`config.mk`:
```
export PLATFORM = sky130hd
export DESIGN_NAME = bcd_7seg
export DESIGN_NICKNAME = d
export VERILOG_FILES = /design/src/rtl/bcd_7seg.sv
export SDC_FILE = /design/constraint.sdc
export NUM_CORES = 1
export LEC_CHECK = 0
export CELL_PAD_IN_SITES_DETAIL_PLACEMENT = 0
export CELL_PAD_IN_SITES_GLOBAL_PLACEMENT = 2
export CORE_AREA = 2 2 102 104
export CTS_CLUSTER_SIZE = 20
export DETAILED_ROUTE_END_ITERATION = 10
export DIE_AREA = 0 0 104 106
export PLACE_DENSITY_LB_ADDON = 0.15
export SLEW_MARGIN = 0
export SYNTH_ARGS = -nofsm -noshare
export SYNTH_HDL_FRONTEND = slang
export SYNTH_SLANG_ARGS = --single-unit
export TNS_END_PERCENT = 1
```
`constraint.sdc`:
```
create_clock -name clk -period 8.9 [get_ports clk]
set_clock_uncertainty 0.1 [all_clocks]
set_input_delay 1.335 -clock clk [delete_from_list [all_inputs] [get_ports clk]]
set_output_delay 1.335 -clock clk [all_outputs]
set_load 0.05 [all_outputs]
```
`src/rtl/bcd_7seg.sv`:
```
// bcd_7seg: binary-to-decimal conversion (shift-add-3) driving four active-low
// 7-segment displays, with one register stage on the outputs.
`default_nettype none

module bcd_7seg #(
  parameter int N = 10
) (
  input  logic         clk,
  input  logic         rst_n,
  input  logic [N-1:0] b_in,
  output logic [0:6]   un,
  output logic [0:6]   dec,
  output logic [0:6]   cent,
  output logic [0:6]   mil
);

  localparam logic [0:6] C_SEG_DARK = 7'b1111111;

  logic [13:0] w_ext;
  logic [15:0] w_bcd;
  logic [0:6]  un_d,  dec_d,  cent_d,  mil_d;
  logic [0:6]  un_q,  dec_q,  cent_q,  mil_q;

  function automatic logic [0:6] seg_decode(input logic [3:0] digit);
    logic [0:6] seg;
    case (digit)
      4'd0:    seg = 7'b0000001;
      4'd1:    seg = 7'b1001111;
      4'd2:    seg = 7'b0010010;
      4'd3:    seg = 7'b0000110;
      4'd4:    seg = 7'b1001100;
      4'd5:    seg = 7'b0100100;
      4'd6:    seg = 7'b0100000;
      4'd7:    seg = 7'b0001111;
      4'd8:    seg = 7'b0000000;
      4'd9:    seg = 7'b0000100;
      default: seg = C_SEG_DARK;
    endcase
    return seg;
  endfunction

  // N is limited to 1..13, so the zero-extension width is always at least one bit.
  assign w_ext = {{(14-N){1'b0}}, b_in};

  always_comb begin
    w_bcd = 16'd0;
    for (int i = 13; i >= 0; i--) begin
      for (int d = 0; d < 4; d++) begin
        if (w_bcd[4*d +: 4] > 4'd4) begin
          w_bcd[4*d +: 4] = w_bcd[4*d +: 4] + 4'd3;
        end
      end
      w_bcd = {w_bcd[14:0], w_ext[i]};
    end
  end

  always_comb begin
    un_d   = seg_decode(w_bcd[3:0]);
    dec_d  = seg_decode(w_bcd[7:4]);
    cent_d = seg_decode(w_bcd[11:8]);
    mil_d  = seg_decode(w_bcd[15:12]);
  end

  always_ff @(posedge clk) begin
    if (!rst_n) begin
      un_q   <= C_SEG_DARK;
      dec_q  <= C_SEG_DARK;
      cent_q <= C_SEG_DARK;
      mil_q  <= C_SEG_DARK;
    end else begin
      un_q   <= un_d;
      dec_q  <= dec_d;
      cent_q <= cent_d;
      mil_q  <= mil_d;
    end
  end

  assign un   = un_q;
  assign dec  = dec_q;
  assign cent = cent_q;
  assign mil  = mil_q;

endmodule

`default_nettype wire

```
==> impl_metrics.tcl, run 1 <==
set metrics [dict create \
    yosysTopAreaCell "dfxtp_1" \
    clkSlewWorstSetupHoldPaths_ps 80 \
    synth_nets 437 \
    synth_area_leaders "dfxtp_1 14%, ha_1 11%, mux2i_1 4.0%, o21ai_0 3.4%, a21oi_1 3.1%" \
    dpl.hpwl_um 6190 \
    worst-path-buf-inv 6 \
    period_share_pct 82.3 \
    required_ps 8910 \
    p_leak_uw 0.00143 \
    ios 40 \
    drtIter0Drc 121 \
    cp.arrival_ps 7340 \
    hold_viol 0 \
    setup_viol 0 \
    place_congestion 0.799 \
    drt-pass1-iter-count 4 \
    fillers 1057 \
    synth_top_flop_cell "dfxtp_1" \
    die_h_um 106 \
    wirelength_um 7960 \
    final_nets 459 \
    final.setup.worst_slack_ps 1570 \
    power.density_nw_per_um2 250 \
    drtAntennaViolNets 0 \
    drv_cap 0 \
    multi_input_area_um2 2560 \
    synth.distinct_cells 94 \
    cts_root_buf "clkbuf_8" \
    first_global_vias 2802 \
    hold_class "in -> reg" \
    drc 0 \
    fmax_mhz 137 \
    synth_top_area_share_pct 14.1 \
    final_max_slew_viol_count 0 \
    crit_start "b_in[7]" \
    syn-cell-area_um2 3270 \
    cp-start-kind "primary input" \
    ys_seq_elements 23 \
    synth-edff-count 0 \
    avgSynthCellArea_um2 8.24 \
    grt_pass1_wl_um 13500 \
    cp-end-kind "flip-flop" \
    rsz0062_at_grt "no" \
    antenna_found_initial 0 \
    die_x_um 104 \
    hold_path_depth 2 \
    max_slew_margin_pct 49.1 \
    crit_chain "clkdlybuf4s50_1 -> inv_1 -> ha_1 -> inv_1 -> ha_1 -> xor2_1 -> buf_4 -> a221oi_1 -> nor2_1 -> o311ai_4 -> ha_1 -> inv_1 -> ha_1 -> xnor2_1 -> buf_4 -> nor4_1 -> nor4_2 -> o32ai_4 -> ha_1 -> a31oi_1 -> nor3_4 -> mux2_4 -> a21oi_1 -> o311ai_0" \
    htreeDepth 1 \
    worst-setup-path-type "in -> reg" \
    finalSetupTns_ps 0 \
    crit_top_cell "ha_1" \
    synth_async_sr_flop_share_pct 0 \
    syn_inst 397 \
    viasPerCell 5.35 \
    slowest_stage "clkdlybuf4s50_1" \
    cts_resized 0 \
    max_stage_delay_ps 740 \
    synth-seq-area-share_pct 14.1 \
    status "completed" \
    critPathMaxFanout 14 \
    cts_tree "yes" \
    port_buffers 38 \
    diodes 0 \
    ys_warn_count 0 \
    grt_max_degree 22 \
    cts_made_buffers 3 \
    row_count 37 \
    crit_end "dec[4]" \
    vdd.ir_drop.worst_mv 0.119 \
    crit_family "compound AO/OA/AOI/OAI gates" \
    vias 2966 \
    cts_hold_buf 0 \
    ys_top_cells_by_count "28 x ha_1, 26 x nor2_1, 24 x inv_1, 24 x nand2_1, 23 x dfxtp_1" \
    gr-usage-all-layers_pct 14.3 \
    tightest_slew_ps 756 \
    ff_latch_area_um2 460 \
    synth.most_common_cell "ha_1" \
    cts_setup_buffers 0 \
    clock-sinks 23 \
    place_ws_ps 1270 \
    drive_gt1_share_pct 13.6 \
    die-area_um2 11000 \
    overflow 0 \
    core_area_um2 10000 \
    synthToLayoutAreaGrowth_pct 15.1 \
    layout_min_cycle_time_ps 7330 \
    clockBufferDepth 2 \
    cp_num_cells 24 \
    start_util_pct 32.7 \
    detail_route.wl_per_cell_um 14.4 \
]
## placed cells by master, fill, tap and decap left out, drive strengths merged, types with 3 or more instances in the layout
master         count
nor2              28
a211o              3
o21a               3
nor4               9
xor2               3
o21ai             30
nand3             13
nor3              13
buf                7
a21oi             21
o211ai            11
nand2b             8
o2111ai            4
dfxtp             23
o311ai             5
mux2i             16
ha                28
a41oi              3
clkbuf             4
xnor2              8
mux2               4
clkdlybuf4s50     38
a31oi              8
a221o              3
a211oi             5
a32oi              5
and3               4
o221ai             3
nand2             28
inv               25
and2               7
o22ai              4
nor2b              7
## registers in the layout, summed over array words and instances, names as in the netlist
| name | count |
|---|---|
| cent | 7 |
| dec | 7 |
| un | 7 |
| mil | 2 |
## metrics by stage
step                hold slack (ps)  std cells  util, %  area (um^2)  power, uW
global route                   1890        554     37.7         3770       1030
floorplan                      1310        397        -         3270        717
detailed placement             2120        550     37.2         3720        887
finish                         1830        554     37.7         3770        942
CTS                            1840        554     37.7         3770        951
global placement               2120        550     37.2         3720        890
## worst min path at each step
stage / start / endpoint / slack (ps)
6_report: rst_n / un[3] / 1830
2_1_floorplan: rst_n / un[1] / 1310
5_1_grt: rst_n / un[5] / 1890
3_5_place_dp: rst_n / mil[5] / 2120
3_3_place_gp: rst_n / un[3] / 2120
4_1_cts: rst_n / un[3] / 1840
## per-layer routing
| metal | vias up | routed length, um | GRT usage [%] |
|---|---|---|---|
| met5 | - | 0 | 0 |
| met4 | 0 | 85 | 3.76 |
| met3 | 6 | 201 | 0.981 |
| met2 | 49 | 3990 | 26.8 |
| met1 | 1380 | 3680 | 17.7 |
| li1 | 1531 | - | - |
## where the power goes
group	total, uW	internal, uW	leakage [uW]	switching, uW
logic	730	277	0.00121	453
clock network	61.1	31.8	0.0000228	29.3
registers	151	143	0.000193	8.26
## cell families (layout without fill, tap and decap cells)
| group | count (synthesis) | count (layout) | share of synthesized area (%) |
|---|---|---|---|
| compound gates | 132 | 132 | 34.3 |
| simple gates | 129 | 129 | 22.8 |
| buf+inv | 53 | 74 | 7.53 |
| fa+ha+maj | 28 | 28 | 10.7 |
| flops | 23 | 23 | 14.1 |
| mux | 20 | 20 | 7.27 |
| xor+xnor | 11 | 11 | 3.17 |
| other cells | 1 | 1 | 0.115 |
## final cells by class
type                    instances  share of cell area [%]
clock buffers                   4                    1.20
inverters                      25                    2.49
multi-input cells             321                    68.1
flip-flops and latches         23                    12.2
well taps                     136                    4.52
repair buffers                 45                    11.5
(Power assumes the default switching activity.)
==> run 2: changes to the inputs <==
--- a/config.mk
+++ b/config.mk
@@ -7,10 +7,10 @@
 export LEC_CHECK = 0
 export CELL_PAD_IN_SITES_DETAIL_PLACEMENT = 0
 export CELL_PAD_IN_SITES_GLOBAL_PLACEMENT = 2
-export CORE_AREA = 2 2 102 104
+export CORE_AREA = 2 2 106 108
 export CTS_CLUSTER_SIZE = 20
 export DETAILED_ROUTE_END_ITERATION = 10
-export DIE_AREA = 0 0 104 106
+export DIE_AREA = 0 0 108 110
 export PLACE_DENSITY_LB_ADDON = 0.15
 export SLEW_MARGIN = 0
 export SYNTH_ARGS = -nofsm -noshare
==> constraint.sdc (replaced) <==
create_clock -name clk -period 6.3 [get_ports clk]
set_clock_uncertainty 0.1 [all_clocks]
set_input_delay 0.945 -clock clk [delete_from_list [all_inputs] [get_ports clk]]
set_output_delay 0.945 -clock clk [all_outputs]
set_load 0.05 [all_outputs]
==> run 2 against run 1 <==
  * Global-route usage is 0.63 points higher
  * Critical endpoint is now dec[6]
  * Critical path type unchanged
  * Sequential cell count unchanged
  * Cell count is 13% higher
  * Power is 57% higher
  * Sequential share of layout area fell by 1.6 points
==> impl_metrics.tcl, run 2 (synthesis gave the netlist of run 1 again) <==
set metrics [dict create \
    drv_cap 0 \
    fmax_mhz 170 \
    hold_ws_ps 1450 \
    vias 3247 \
    drc 0 \
    overflow 0 \
    min-delay-start "rst_n" \
    hold_path_depth 2 \
    start_util_pct 30.6 \
    fillers 1108 \
    die-area_um2 11900 \
    tightest_slew_ps 538 \
    gr-usage-all-layers_pct 14.9 \
    drt-pass1-iter-count 4 \
    required_ps 6310 \
    final.setup.worst_slack_ps 409 \
    placed_area_um2 4250 \
    dpl.hpwl_um 7060 \
    cp.arrival_ps 5900 \
    max_stage_delay_ps 430 \
    drive_gt1_share_pct 27.0 \
    synthToLayoutAreaGrowth_pct 32.3 \
    setup_viol 0 \
    cts_made_buffers 3 \
    die_x_um 108 \
    final_nets 527 \
    viasPerCell 5.19 \
    period_share_pct 93.5 \
    core_area_um2 10700 \
    power.density_nw_per_um2 342 \
    port_buffers 38 \
    grt_pass1_wl_um 14700 \
    cts_setup_buffers 0 \
    final_common_cell "buf_4" \
    slowest_stage "clkdlybuf4s50_1" \
    layout_min_cycle_time_ps 5890 \
    status "completed" \
    mostFrequentLayoutCells "74 x buf_4, 38 x clkdlybuf4s50_1, 26 x nor2_1, 26 x ha_1" \
    rsz0062_at_grt "no" \
    clock-sinks 23 \
    ios 40 \
    die_h_um 110 \
    first_global_vias 3074 \
    antenna_found_initial 0 \
    diodes 0 \
    hold_class "in -> reg" \
    p_leak_uw 0.00178 \
    htreeDepth 1 \
    clkSlewWorstSetupHoldPaths_ps 80 \
    drtAntennaViolNets 0 \
    critPathMaxFanout 11 \
    wirelength_um 8550 \
    cp-end-kind "flip-flop" \
    cts_root_buf "clkbuf_8" \
    grt_max_degree 15 \
    finalSetupTns_ps 0 \
    final_cell_area_um2 4330 \
    drtIter0Drc 91 \
    vdd.ir_drop.worst_mv 0.206 \
    hold_viol 0 \
    row_count 38 \
    place_congestion 0.811 \
    max_slew_margin_pct 64.0 \
    crit_family "buffers and inverters" \
    cts_tree "yes" \
    clockBufferDepth 2 \
    final_max_slew_viol_count 0 \
    detail_route.wl_per_cell_um 13.7 \
    holdPathEnd "mil[5]" \
    place_ws_ps 1.96 \
    cp-start-kind "primary input" \
    worst-setup-path-type "in -> reg" \
    worst-path-buf-inv 7 \
]
[run 2: through the flow]
step / power [uW] / utilization, % / cells
after CTS: 1490 / 40.2 / 626
after detailed placement: 1390 / 39.7 / 622
final: 1480 / 40.5 / 626
after floorplan: 1010 / - / 397
after global routing: 1610 / 40.5 / 626
after global placement: 1400 / 39.7 / 622
[run 2: how the worst max path moves through the flow]
| stage | start | end | slack (ps) | depth (start not counted) |
|---|---|---|---|---|
| global placement | b_in[7] | cent[6] | 90 | 28 |
| CTS | b_in[8] | cent[6] | 270 | 28 |
| finish | b_in[8] | dec[6] | 410 | 25 |
| global route | b_in[8] | dec[6] | 10 | 25 |
| floorplan | b_in[7] | cent[6] | 10 | 27 |
| detailed placement | b_in[8] | dec[6] | 2 | 25 |
[run 2: area by class of cell]
type	count	area, um^2	area share (%)
clock inverter	1	5.00	0.116
timing repair buffer	113	956	22.1
sequential	23	460	10.6
clock buffer	3	41.3	0.954
multi-input combinational	321	2600	60.0
inverter	25	93.8	2.17
tap	140	175	4.05
[run 2: routing by layer]
layer,global-route usage [%],up-vias,share of wire [%],routed length [um]
met4,1.56,0,0.67,57
met5,0,-,0,0
met1,19.4,1537,47,4060
met3,1.41,4,2.2,188
met2,27.7,46,50,4250
li1,-,1660,-,-
[run 2: timing repair]
item                                    4_1_cts  5_1_grt
hold buffers                                  0        0
endpoints found under the setup margin        0       19
hold endpoints to repair                      0        0
resized for setup                             0        6
[run 2: power breakdown]
group	switching [uW]	internal (uW)	total, uW
logic	673	502	1170
clock network	45.3	44.1	89.3
registers	14.6	202	217
total	733	748	1480
==> run 3: changes to the inputs <==
--- a/config.mk
+++ b/config.mk
@@ -6,11 +6,11 @@
 export NUM_CORES = 1
 export LEC_CHECK = 0
 export CELL_PAD_IN_SITES_DETAIL_PLACEMENT = 0
-export CELL_PAD_IN_SITES_GLOBAL_PLACEMENT = 2
-export CORE_AREA = 2 2 106 108
+export CELL_PAD_IN_SITES_GLOBAL_PLACEMENT = 1
+export CORE_AREA = 2 2 95 97
 export CTS_CLUSTER_SIZE = 20
 export DETAILED_ROUTE_END_ITERATION = 10
-export DIE_AREA = 0 0 108 110
+export DIE_AREA = 0 0 97 99
 export PLACE_DENSITY_LB_ADDON = 0.15
 export SLEW_MARGIN = 0
 export SYNTH_ARGS = -nofsm -noshare
==> run 3 against run 2 <==
  * Non-clock buffer count down 23
  * Clock power up 0.4%
  * Cell count down 8.8%
  * Final area down 5.0%
  * Critical path depth unchanged
  * Power down 4.2%
  * Combinational power down 4%
  * Via count down 2.1%
  * Critical path type unchanged
  * Critical endpoint is now cent[3]
  * Clock-buffer cell count unchanged
  * Sequential power about the same
  * Sequential share of layout area up 0.56 points
  * Worst hold slack worse by 6.3 ps
==> impl_metrics.tcl, run 3 (synthesis gave the netlist of run 1 again) <==
set metrics [dict create \
    status "completed" \
    place_congestion 0.807 \
    die-area_um2 9600 \
    critPathMaxFanout 8 \
    drc 0 \
    period_share_pct 94.0 \
    worst-setup-path-type "in -> reg" \
    rsz0062_at_grt "no" \
    p_switching_uw 714 \
    wirelength_um 7870 \
    gr-usage-all-layers_pct 16.3 \
    grt_max_degree 15 \
    start_util_pct 38.3 \
    p_int_uw 705 \
    hold_ws_ps 1440 \
    hold_viol 0 \
    diodes 0 \
    row_count 34 \
    clockBufferDepth 2 \
    cp-start-kind "primary input" \
    drtIter0Drc 103 \
    fmax_mhz 169 \
    synthToLayoutAreaGrowth_pct 25.7 \
    hold_class "in -> reg" \
    detail_route.wl_per_cell_um 13.8 \
    ios 40 \
    overflow 0 \
    clkSlewWorstSetupHoldPaths_ps 80 \
    cp.arrival_ps 5940 \
    pwr-share-comb_pct 78.6 \
    power.density_nw_per_um2 345 \
    grt_pass1_wl_um 13600 \
    seqPwrFrac_pct 15.1 \
    cp-end-kind "flip-flop" \
    vias 3178 \
    drtAntennaViolNets 0 \
    final_max_slew_viol_count 0 \
    viasPerCell 5.57 \
    drv_cap 0 \
    required_ps 6320 \
    dpl.hpwl_um 6430 \
    first_global_vias 2987 \
    drt-pass1-iter-count 5 \
    p_leak_uw 0.00167 \
    htreeDepth 1 \
    clock-sinks 23 \
    die_x_um 97 \
    cts_setup_buffers 0 \
    cts_hold_buf 0 \
    cts_tree "yes" \
    setup_viol 0 \
    cts_root_buf "clkbuf_8" \
    die_h_um 99 \
    cts_made_buffers 3 \
    core_area_um2 8550 \
    mostFrequentLayoutCells "51 x buf_4, 38 x clkdlybuf4s50_1, 27 x ha_1, 26 x nor2_1" \
    vdd.ir_drop.worst_mv 0.114 \
    fin_util_pct 48.1 \
    final_common_cell "buf_4" \
    antenna_found_initial 0 \
    drive_gt1_share_pct 23.3 \
    max_slew_margin_pct 64.5 \
    layout_min_cycle_time_ps 5920 \
    final_nets 504 \
    switching_share_pct 50.3 \
    clkPwrFrac_pct 6.3 \
    cts_resized 0 \
    tightest_slew_ps 531 \
    finalSetupTns_ps 0 \
    port_buffers 38 \
]
==> run 3: cell count changes in the layout (fill, tap and decap cells not counted) <==
cell	before	now
a41oi_2	0	1
a41oi_4	1	0
and2_1	5	6
and2_2	1	0
buf_4	74	51
ha_1	26	27
ha_2	2	1
o21ai_0	22	21
o21ai_2	2	3
xor2_1	1	0
xor2_2	2	3
==> run 3: path summary, 6_finish.rpt <==
kind | endpoint | from | slack [ps] | depth (start not counted)
worst min-delay path | un[3] | rst_n | 1440 | 2
worst max-delay path | cent[3] | b_in[7] | 380 | 25
==> run 3: power by group through the flow <==
stage | Sequential, uW | Combinational, uW | Clock (uW)
finish | 214 | 1120 | 89.7
global route | 221 | 1210 | 100
CTS | 216 | 1110 | 94.4
detailed placement | 219 | 1110 | 0
global placement | 218 | 1100 | 0
floorplan | 416 | 597 | 0
==> run 3: final cells by class <==
type	count	area, um^2
Sequential cell	23	460
Tap cell	108	135
Clock inverter	1	5.00
Timing Repair Buffer	90	783
Multi-Input combinational cell	321	2590
Fill cell	876	4440
Clock buffer	3	41.3
Inverter	25	93.8
==> run 3: metal layers <==
metal  global-route usage (%)  wire length [um]  vias up
met5                        0                 0        -
met4                     3.14                73        0
met3                     1.06               272        6
met2                     31.3              3950       75
met1                     20.1              3580     1478
li1                         -                 -     1619
==> run 3: through the flow <==
stage | power (uW) | setup slack [ps] | std cells | instance area (um^2)
after global routing | 1530 | 4.31 | 571 | 4110
after detailed placement | 1330 | -18.0 | 567 | 4040
final | 1420 | 380 | 571 | 4110
after CTS | 1420 | 247 | 571 | 4080
after floorplan | 1010 | 9.66 | 397 | 3270
after global placement | 1320 | 122 | 567 | 4040
==> run 3: worst max-delay path, cell delays in order <==
cell             delay, ps
clkdlybuf4s50_1        420
inv_1                   80
ha_1                   160
inv_1                   50
ha_2                   230
buf_4                  180
nor2b_4                130
a2111o_1               400
nor2_1                 220
o311ai_4               130
ha_1                   230
inv_1                   80
ha_1                   260
xor2_2                 320
nor3_1                 100
a32o_1                 260
a221o_1                420
ha_1                   220
inv_1                   80
ha_1                   210
xor2_2                 200
inv_1                   80
ha_1                   290
mux2i_1                130
o21ai_0                100
